[config.mk]
export PLATFORM = sky130hd
export DESIGN_NAME = dm_sba_v2
export DESIGN_NICKNAME = d
export VERILOG_FILES = /design/src/rtl/dm_sba_v2.sv
export SDC_FILE = /design/constraint.sdc
export NUM_CORES = 1
export LEC_CHECK = 0
export CORE_MARGIN = 4
export CORE_UTILIZATION = 44
export CTS_CLUSTER_DIAMETER = 50
export DETAILED_ROUTE_END_ITERATION = 10
export PLACE_DENSITY = 0.92
export SLEW_MARGIN = 20
export SYNTH_ARGS = -nofsm -noshare
export SYNTH_HDL_FRONTEND = slang
export SYNTH_SLANG_ARGS = --single-unit
[constraint.sdc]
create_clock -name clk_i -period 3.8 [get_ports clk_i]
set_clock_uncertainty 0.1 [all_clocks]
set_input_delay 0.38 -clock clk_i [delete_from_list [all_inputs] [get_ports clk_i]]
set_output_delay 0.38 -clock clk_i [all_outputs]
set_load 0.01 [all_outputs]
[src/rtl/dm_sba_v2.sv]
// System bus access master for the debug module: launches single reads/writes on
// sbaddress/sbdata events, lane-aligns data, and reports size/alignment/bus/timeout errors.
module dm_sba_v2 #(
    parameter int unsigned BusWidth      = 32,
    parameter int unsigned TimeoutCycles = 1024
) (
    input  logic                    clk_i,
    input  logic                    rst_ni,
    input  logic                    dmactive_i,

    output logic                    master_req_o,
    output logic [BusWidth-1:0]     master_add_o,
    output logic                    master_we_o,
    output logic [BusWidth-1:0]     master_wdata_o,
    output logic [BusWidth/8-1:0]   master_be_o,
    input  logic                    master_gnt_i,
    input  logic                    master_r_valid_i,
    input  logic                    master_r_err_i,
    input  logic [BusWidth-1:0]     master_r_rdata_i,

    input  logic [BusWidth-1:0]     sbaddress_i,
    input  logic                    sbaddress_write_valid_i,
    input  logic                    sbreadonaddr_i,
    input  logic                    sbautoincrement_i,
    input  logic [2:0]              sbaccess_i,
    input  logic                    sbreadondata_i,
    input  logic [BusWidth-1:0]     sbdata_i,
    input  logic                    sbdata_read_valid_i,
    input  logic                    sbdata_write_valid_i,

    output logic [BusWidth-1:0]     sbaddress_o,
    output logic [BusWidth-1:0]     sbdata_o,
    output logic                    sbdata_valid_o,
    output logic                    sbbusy_o,
    output logic                    sbbusyerror_o,
    output logic                    sberror_valid_o,
    output logic [2:0]              sberror_o
);

    localparam int NumBytes = BusWidth / 8;
    localparam int OffW     = $clog2(NumBytes);
    localparam int CntW     = (TimeoutCycles > 1) ? $clog2(TimeoutCycles) : 1;
    localparam logic [CntW-1:0] CntLoad   = (TimeoutCycles > 0) ? CntW'(TimeoutCycles - 1) : '0;
    localparam logic [2:0]      MaxAccess = 3'(OffW);

    typedef enum logic [2:0] {
        ST_IDLE,
        ST_READ,
        ST_WRITE,
        ST_WAIT_READ,
        ST_WAIT_WRITE
    } state_e;

    state_e                state_q, state_d;
    logic [BusWidth-1:0]   addr_q, addr_d;
    logic [2:0]            size_q, size_d;
    logic [BusWidth-1:0]   wdata_q, wdata_d;
    logic [CntW-1:0]       cnt_q, cnt_d;
    logic                  err_valid_q, err_valid_d;
    logic [2:0]            err_code_q, err_code_d;
    logic                  busyerr_q, busyerr_d;

    logic                  busy;
    logic                  launch_wr, launch_rd;
    logic                  timeout_hit;
    logic                  resp_ok;
    logic [7:0]            size_bytes_in;

    int                    off_int;
    int                    n_int;
    logic [BusWidth-1:0]   rdata_sh;
    logic [BusWidth-1:0]   wdata_rep;
    logic [BusWidth-1:0]   rdata_al;
    logic [NumBytes-1:0]   be;

    assign busy          = (state_q != ST_IDLE);
    assign timeout_hit   = (TimeoutCycles != 0) && (cnt_q == '0);
    assign size_bytes_in = 8'd1 << sbaccess_i;
    assign launch_wr     = sbdata_write_valid_i;
    assign launch_rd     = !sbdata_write_valid_i &&
                           ((sbdata_read_valid_i && sbreadondata_i) ||
                            (sbaddress_write_valid_i && sbreadonaddr_i));

    always_comb begin
        state_d     = state_q;
        addr_d      = addr_q;
        size_d      = size_q;
        wdata_d     = wdata_q;
        cnt_d       = cnt_q;
        err_valid_d = 1'b0;
        err_code_d  = 3'd0;
        busyerr_d   = busy && (sbaddress_write_valid_i || sbdata_read_valid_i ||
                               sbdata_write_valid_i);

        case (state_q)
            ST_IDLE: begin
                cnt_d = CntLoad;
                if (launch_wr || launch_rd) begin
                    if (sbaccess_i > MaxAccess) begin
                        err_valid_d = 1'b1;
                        err_code_d  = 3'd4;
                    end else if ((sbaddress_i[OffW-1:0] & OffW'(size_bytes_in - 8'd1)) != '0) begin
                        err_valid_d = 1'b1;
                        err_code_d  = 3'd3;
                    end else begin
                        addr_d  = sbaddress_i;
                        size_d  = sbaccess_i;
                        if (launch_wr) begin
                            wdata_d = sbdata_i;
                        end
                        state_d = launch_wr ? ST_WRITE : ST_READ;
                    end
                end
            end
            ST_READ, ST_WRITE: begin
                cnt_d = cnt_q - 1'b1;
                if (timeout_hit) begin
                    state_d     = ST_IDLE;
                    err_valid_d = 1'b1;
                    err_code_d  = 3'd1;
                end else if (master_gnt_i) begin
                    state_d = (state_q == ST_READ) ? ST_WAIT_READ : ST_WAIT_WRITE;
                end
            end
            ST_WAIT_READ, ST_WAIT_WRITE: begin
                cnt_d = cnt_q - 1'b1;
                // A response in the same cycle as the timeout still completes the transfer.
                if (master_r_valid_i) begin
                    state_d = ST_IDLE;
                    if (master_r_err_i) begin
                        err_valid_d = 1'b1;
                        err_code_d  = 3'd2;
                    end
                end else if (timeout_hit) begin
                    state_d     = ST_IDLE;
                    err_valid_d = 1'b1;
                    err_code_d  = 3'd1;
                end
            end
            default: state_d = ST_IDLE;
        endcase
    end

    always_ff @(posedge clk_i) begin
        if (!rst_ni || !dmactive_i) begin
            state_q     <= ST_IDLE;
            addr_q      <= '0;
            size_q      <= '0;
            wdata_q     <= '0;
            cnt_q       <= '0;
            err_valid_q <= 1'b0;
            err_code_q  <= 3'd0;
            busyerr_q   <= 1'b0;
        end else begin
            state_q     <= state_d;
            addr_q      <= addr_d;
            size_q      <= size_d;
            wdata_q     <= wdata_d;
            cnt_q       <= cnt_d;
            err_valid_q <= err_valid_d;
            err_code_q  <= err_code_d;
            busyerr_q   <= busyerr_d;
        end
    end

    // Lane handling from the latched address offset and access size.
    always_comb begin
        off_int   = int'(addr_q[OffW-1:0]);
        n_int     = 1 << size_q;
        rdata_sh  = master_r_rdata_i >> (8 * off_int);
        be        = '0;
        wdata_rep = '0;
        rdata_al  = '0;
        for (int i = 0; i < NumBytes; i++) begin
            be[i]              = (i >= off_int) && (i < off_int + n_int);
            wdata_rep[8*i +: 8] = wdata_q[8*(i & (n_int - 1)) +: 8];
            rdata_al[8*i +: 8]  = (i < n_int) ? rdata_sh[8*i +: 8] : 8'h00;
        end
    end

    assign resp_ok = ((state_q == ST_WAIT_READ) || (state_q == ST_WAIT_WRITE)) &&
                     master_r_valid_i && !master_r_err_i;

    assign master_req_o    = (state_q == ST_READ) || (state_q == ST_WRITE);
    assign master_we_o     = (state_q == ST_WRITE) || (state_q == ST_WAIT_WRITE);
    assign master_add_o    = addr_q;
    assign master_be_o     = be;
    assign master_wdata_o  = wdata_rep;

    assign sbdata_o        = rdata_al;
    assign sbdata_valid_o  = (state_q == ST_WAIT_READ) && master_r_valid_i && !master_r_err_i;
    assign sbaddress_o     = (resp_ok && sbautoincrement_i) ? addr_q + BusWidth'(n_int) : sbaddress_i;
    assign sbbusy_o        = busy;
    assign sbbusyerror_o   = busyerr_q;
    assign sberror_valid_o = err_valid_q;
    assign sberror_o       = err_code_q;

endmodule

======== Word-level counts from Yosys, hierarchy flattened ========
Index checks and enable logic that the tools add are counted.
cells by class
  add/sub/neg operators ................... 5
  magnitude comparators ................... 12
  equal/unequal tests ..................... 9
  shift-type cells ........................ 6
  mux-type cells .......................... 30
  bitwise gates (word level) .............. 3
  reductions and logical operators ........ 35
operator list
  cell                   count
  $lt 3x32->1 const A    4
  $lt 1x32->1 const A    2
  $lt 2x32->1 const A    2
  $shiftx 32x6->8        2
  $mux 3                 11
  $add 3x32->32          1
  $add 32x32->32         1
  $mux 32                1
  $mux 8                 4
  $shiftx 32x5->8        1
  $shl 1x3->32 const A   1
  $shr 32x5->32          1
  $pmux 10 s2            1
  $pmux 3 s3             2
  $logic_and 1x1->1      12
  $logic_not 10->1       1
  $reduce_and 5->1       2
  $sub 10x1->10 const B  1
  $logic_or 1x1->1       8
  $mux 1                 7
  $eq 3x2->1 const B     2
  $mux 2                 3
  $ne 2x2->1 const B     3
  $ne 3x3->1 const B     2
  other kinds (18)       25
storage, ports and cells
  register bits after elaboration ......... 85
  input bits .............................. 111
  output and inout port bits .............. 141
  logic and storage cells ................. 108

======== Depth between registers and ports, before layout ========
  word-level depth ........................ 8
  mapped depth ............................ 13
  mapped depth without buffers ............ 9

======== Least setup slack after synthesis ========
OpenSTA, ideal clock, no wires.
  path kind ............................... reg-to-output
  start ................................... reg size_q[0]
  end ..................................... out sbaddress_o[12]
  arrival time ............................ 3.140 ns
  required time ........................... 3.320 ns
  setup slack ............................. 0.180 ns
  stages on the path, launching flop included .. 13
  buffers on the path ..................... 3
  cells stage by stage .................... dfxtp_1 -> clkbuf_1 -> nor3_2 -> buf_2 -> ha_1 -> inv_1 -> fa_1 -> nor2b_1 -> o31a_1 -> o21ai_1 -> buf_4 -> or4_2 -> nand3_1
on the way
  cells in the longest elaborated chain, start to end .. 3
RTL lines
  element                   RTL line  RTL
  start: declaration        56        logic [2:0] size_q, size_d;
  start signal: assignment  157       size_q <= size_d;
  $shl 1x3->32              169       n_int = 1 << size_q;
  $add 32x32->32            192       assign sbaddress_o = (resp_ok && sbautoincrement_i) ? addr_q + BusWidth'(n_int) : sbaddress_i;
  $mux 32                   192
  end: declaration          31        output logic [BusWidth-1:0] sbaddress_o,
No other way between the ends.

======== Final worst setup path ========
  start ................................... reg size_q[2]
  end ..................................... out sbaddress_o[31]
The elaborated chain is that of the path after synthesis.

==> qor.yml <==
power:
  ir_drop_v: 0.000162
  power.leakage_nw: 3.20
  power.total_w: 0.00240
  power_density_mw_per_mm2: 272
synth:
  async_flop_share: 0
  mappedNetlistNets: 950
  synth_top_flop_cell: "dfxtp_1"
  synth-seq-cells: 85
  yosys.area.top_type_share: 0.289
  synth_top_cells_by_count: "nand2_1 (176), a21oi_1 (117), dfxtp_1 (85)"
  synth_area_mm2: 0.00590
  synth.avg_cell_area_um2: 7.11
  synth_most_common_cell: "nand2_1"
  synth_top_cell_by_area: "dfxtp_1"
  yosysSeqAreaShare: 0.289
  synth_edf_count: 0
  synth_warnings: 0
  synthTopCellsByArea: "dfxtp_1 (29%), nand2_1 (11%), a21oi_1 (9.9%)"
  synth_cells: 829
  synth_cell_types: 66
sta:
  final-hold-violation-count: 0
  fmax_ghz: 0.273
  layout_setup_ws_ps: 135
  finalSetupViolations: 0
  layout_min_cycle_time_ps: 3670
  drv_slew: 0
  worst_pin_slew_ps: 973
  period_share: 0.964
  slew_headroom: 0.349
  setup_tns_ps: 0
die:
  io_pins: 252
  rows: 42
  core_mm2: 0.0132
  dieArea_mm2: 0.0153
  die_h_um: 124
  fp.dieW_um: 124
  initial_core_util: 0.447
clocking:
  postCtsHoldBufs: 0
  clock_latency_ps: 350
  cts_made_buffers: 9
  cts_tree: "done"
  cts_max_level: 3
  cts-root-buf: "clkbuf_16"
  clockBufferDepth: 2
  clock-sinks: 85
  clk_pin_slew_ps: 70
worst_setup_path:
  cp-start-kind: "register"
  r2r-start: "state_q[1]"
  worstSetupEndpointType: "primary output"
  critPathMaxFanout: 10
  r2r-end: "state_q[0]"
  critPathKind: "register to primary output"
  ff2ff_setup_slack_ps: 1680
  arrival_ps: 3190
  crit_start: "size_q[2]"
  reg2reg_depth: 5
  worstPathRequired_ps: 3320
hold_path:
  min_to: "wdata_q[20]"
  hold_path_class: "register to register"
  hold_depth: 2
  hp-start: "wdata_q[20]"
grt:
  track_usage: 0.258
  grt-ovfl-total: 0
  grt_pass1_wl_mm: 31.6
  grt_max_degree: 49
  grt_pass1_vias: 6301
  antenna_found_initial: 2
placement:
  port_buffers: 251
  pre_cts_slack_ps: 195
  hpwl_mm: 15.1
  gp_congestion: 0.959
route:
  drc: 0
  routed_via_density: 5.68
  wl_per_cell_um: 16.9
  ant_nets: 0
  routed-via-count: 6977
  firstDrtPassIters: 5
  drtIter0Drc: 605
  routed_wl_mm: 20.7
layout:
  num_antenna_cells: 0
  syn_to_final_growth_pct: 49.6
  fin_nets: 1168
  drive_above_1_share: 0.0770
run:
  maxCapViolCount: 0
outcome:
  status: "finished, final reports clean"
-- worst max-delay path by stage --
stage | cells past startpoint | slack [ps] | endpoint
after floorplan | 12 | 180 | sbaddress_o[12]
after global placement | 10 | 260 | sbaddress_o[12]
after detailed placement | 10 | 190 | sbaddress_o[12]
after CTS | 11 | 2 | sbaddress_o[14]
after global routing | 12 | -50 | sbaddress_o[31]
final | 12 | 130 | sbaddress_o[31]
-- cell usage in the layout (no fill, tap or decap), types with 14 or more instances in the layout --
master / instances
nand4_1: 19
nand2_1: 175
mux2i_1: 26
inv_1: 15
nand3_1: 30
o21ai_0: 23
nor2_1: 62
a21oi_1: 117
mux2_2: 16
buf_4: 22
dfxtp_1: 82
a211oi_1: 14
clkdlybuf4s50_1: 236
-- report_power, final --
part | internal [W] | total [W] | switching, W
Sequential | 0.000918 | 0.000955 | 0.0000371
Combinational | 0.000283 | 0.000531 | 0.000249
Clock | 0.000519 | 0.000916 | 0.000398
Total | 0.00172 | 0.00240 | 0.000683
-- final cells by class --
class,instances,area [µm²]
Clock inverter,7,80.1
Timing Repair Buffer,275,2720
Fill cell,1089,4370
Inverter,15,56.3
Tap cell,176,220
Sequential cell,85,1710
Clock buffer,9,225
Multi-Input combinational cell,661,3810
-- worst max-delay path, cell delays in order, from the launching register on --
cell and delay (ps):
dfxtp_1 340, buf_4 160, nor2_1 60, nand2_1 110, inv_1 50, ha_1 260
a21o_2 140, nand4_1 180, buf_4 210, a21o_1 240, a2111o_1 420, nand3_1 100
clkdlybuf4s50_1 550
-- logic make-up after synthesis --
logic type,synth area share
compound gates,0.221
xor+xnor,0.0178
fa+ha+maj,0.0225
buf+inv,0.0702
flops,0.289
mux,0.0747
simple gates,0.305
-- state kept, by name, indices dropped and copies added (netlist names) --
register and cells:
wdata_q 32, sbbusyerror_o 1, size_q 3, cnt_q 10, state_q 3, sberror_valid_o 1, master_add_o 32, sberror_o 3
-- per-stage QoR --
step / cells / util / cell area (µm²) / hold slack, ps
after floorplan: 829 / - / 5900 / 334
after global placement: 1208 / 0.639 / 8430 / 340
after detailed placement: 1208 / 0.639 / 8430 / 344
after CTS: 1225 / 0.664 / 8750 / 354
after global routing: 1228 / 0.669 / 8820 / 373
final: 1228 / 0.669 / 8820 / 356
-- layer usage --
layer	global-route usage	share of wire	routed length (µm)
met1	0.334	0.41	8500
met2	0.406	0.47	9630
met3	0.0486	0.074	1540
met4	0.141	0.049	1010
met5	0	0.00077	16
-- repair_timing --
item,CTS,global route
resized for setup,12,19
buffers inserted,1,3
endpoints found under the setup margin,10,20
pin swaps,2,5
hold endpoints to repair,0,0
Power figures use the tool's default switching activity.
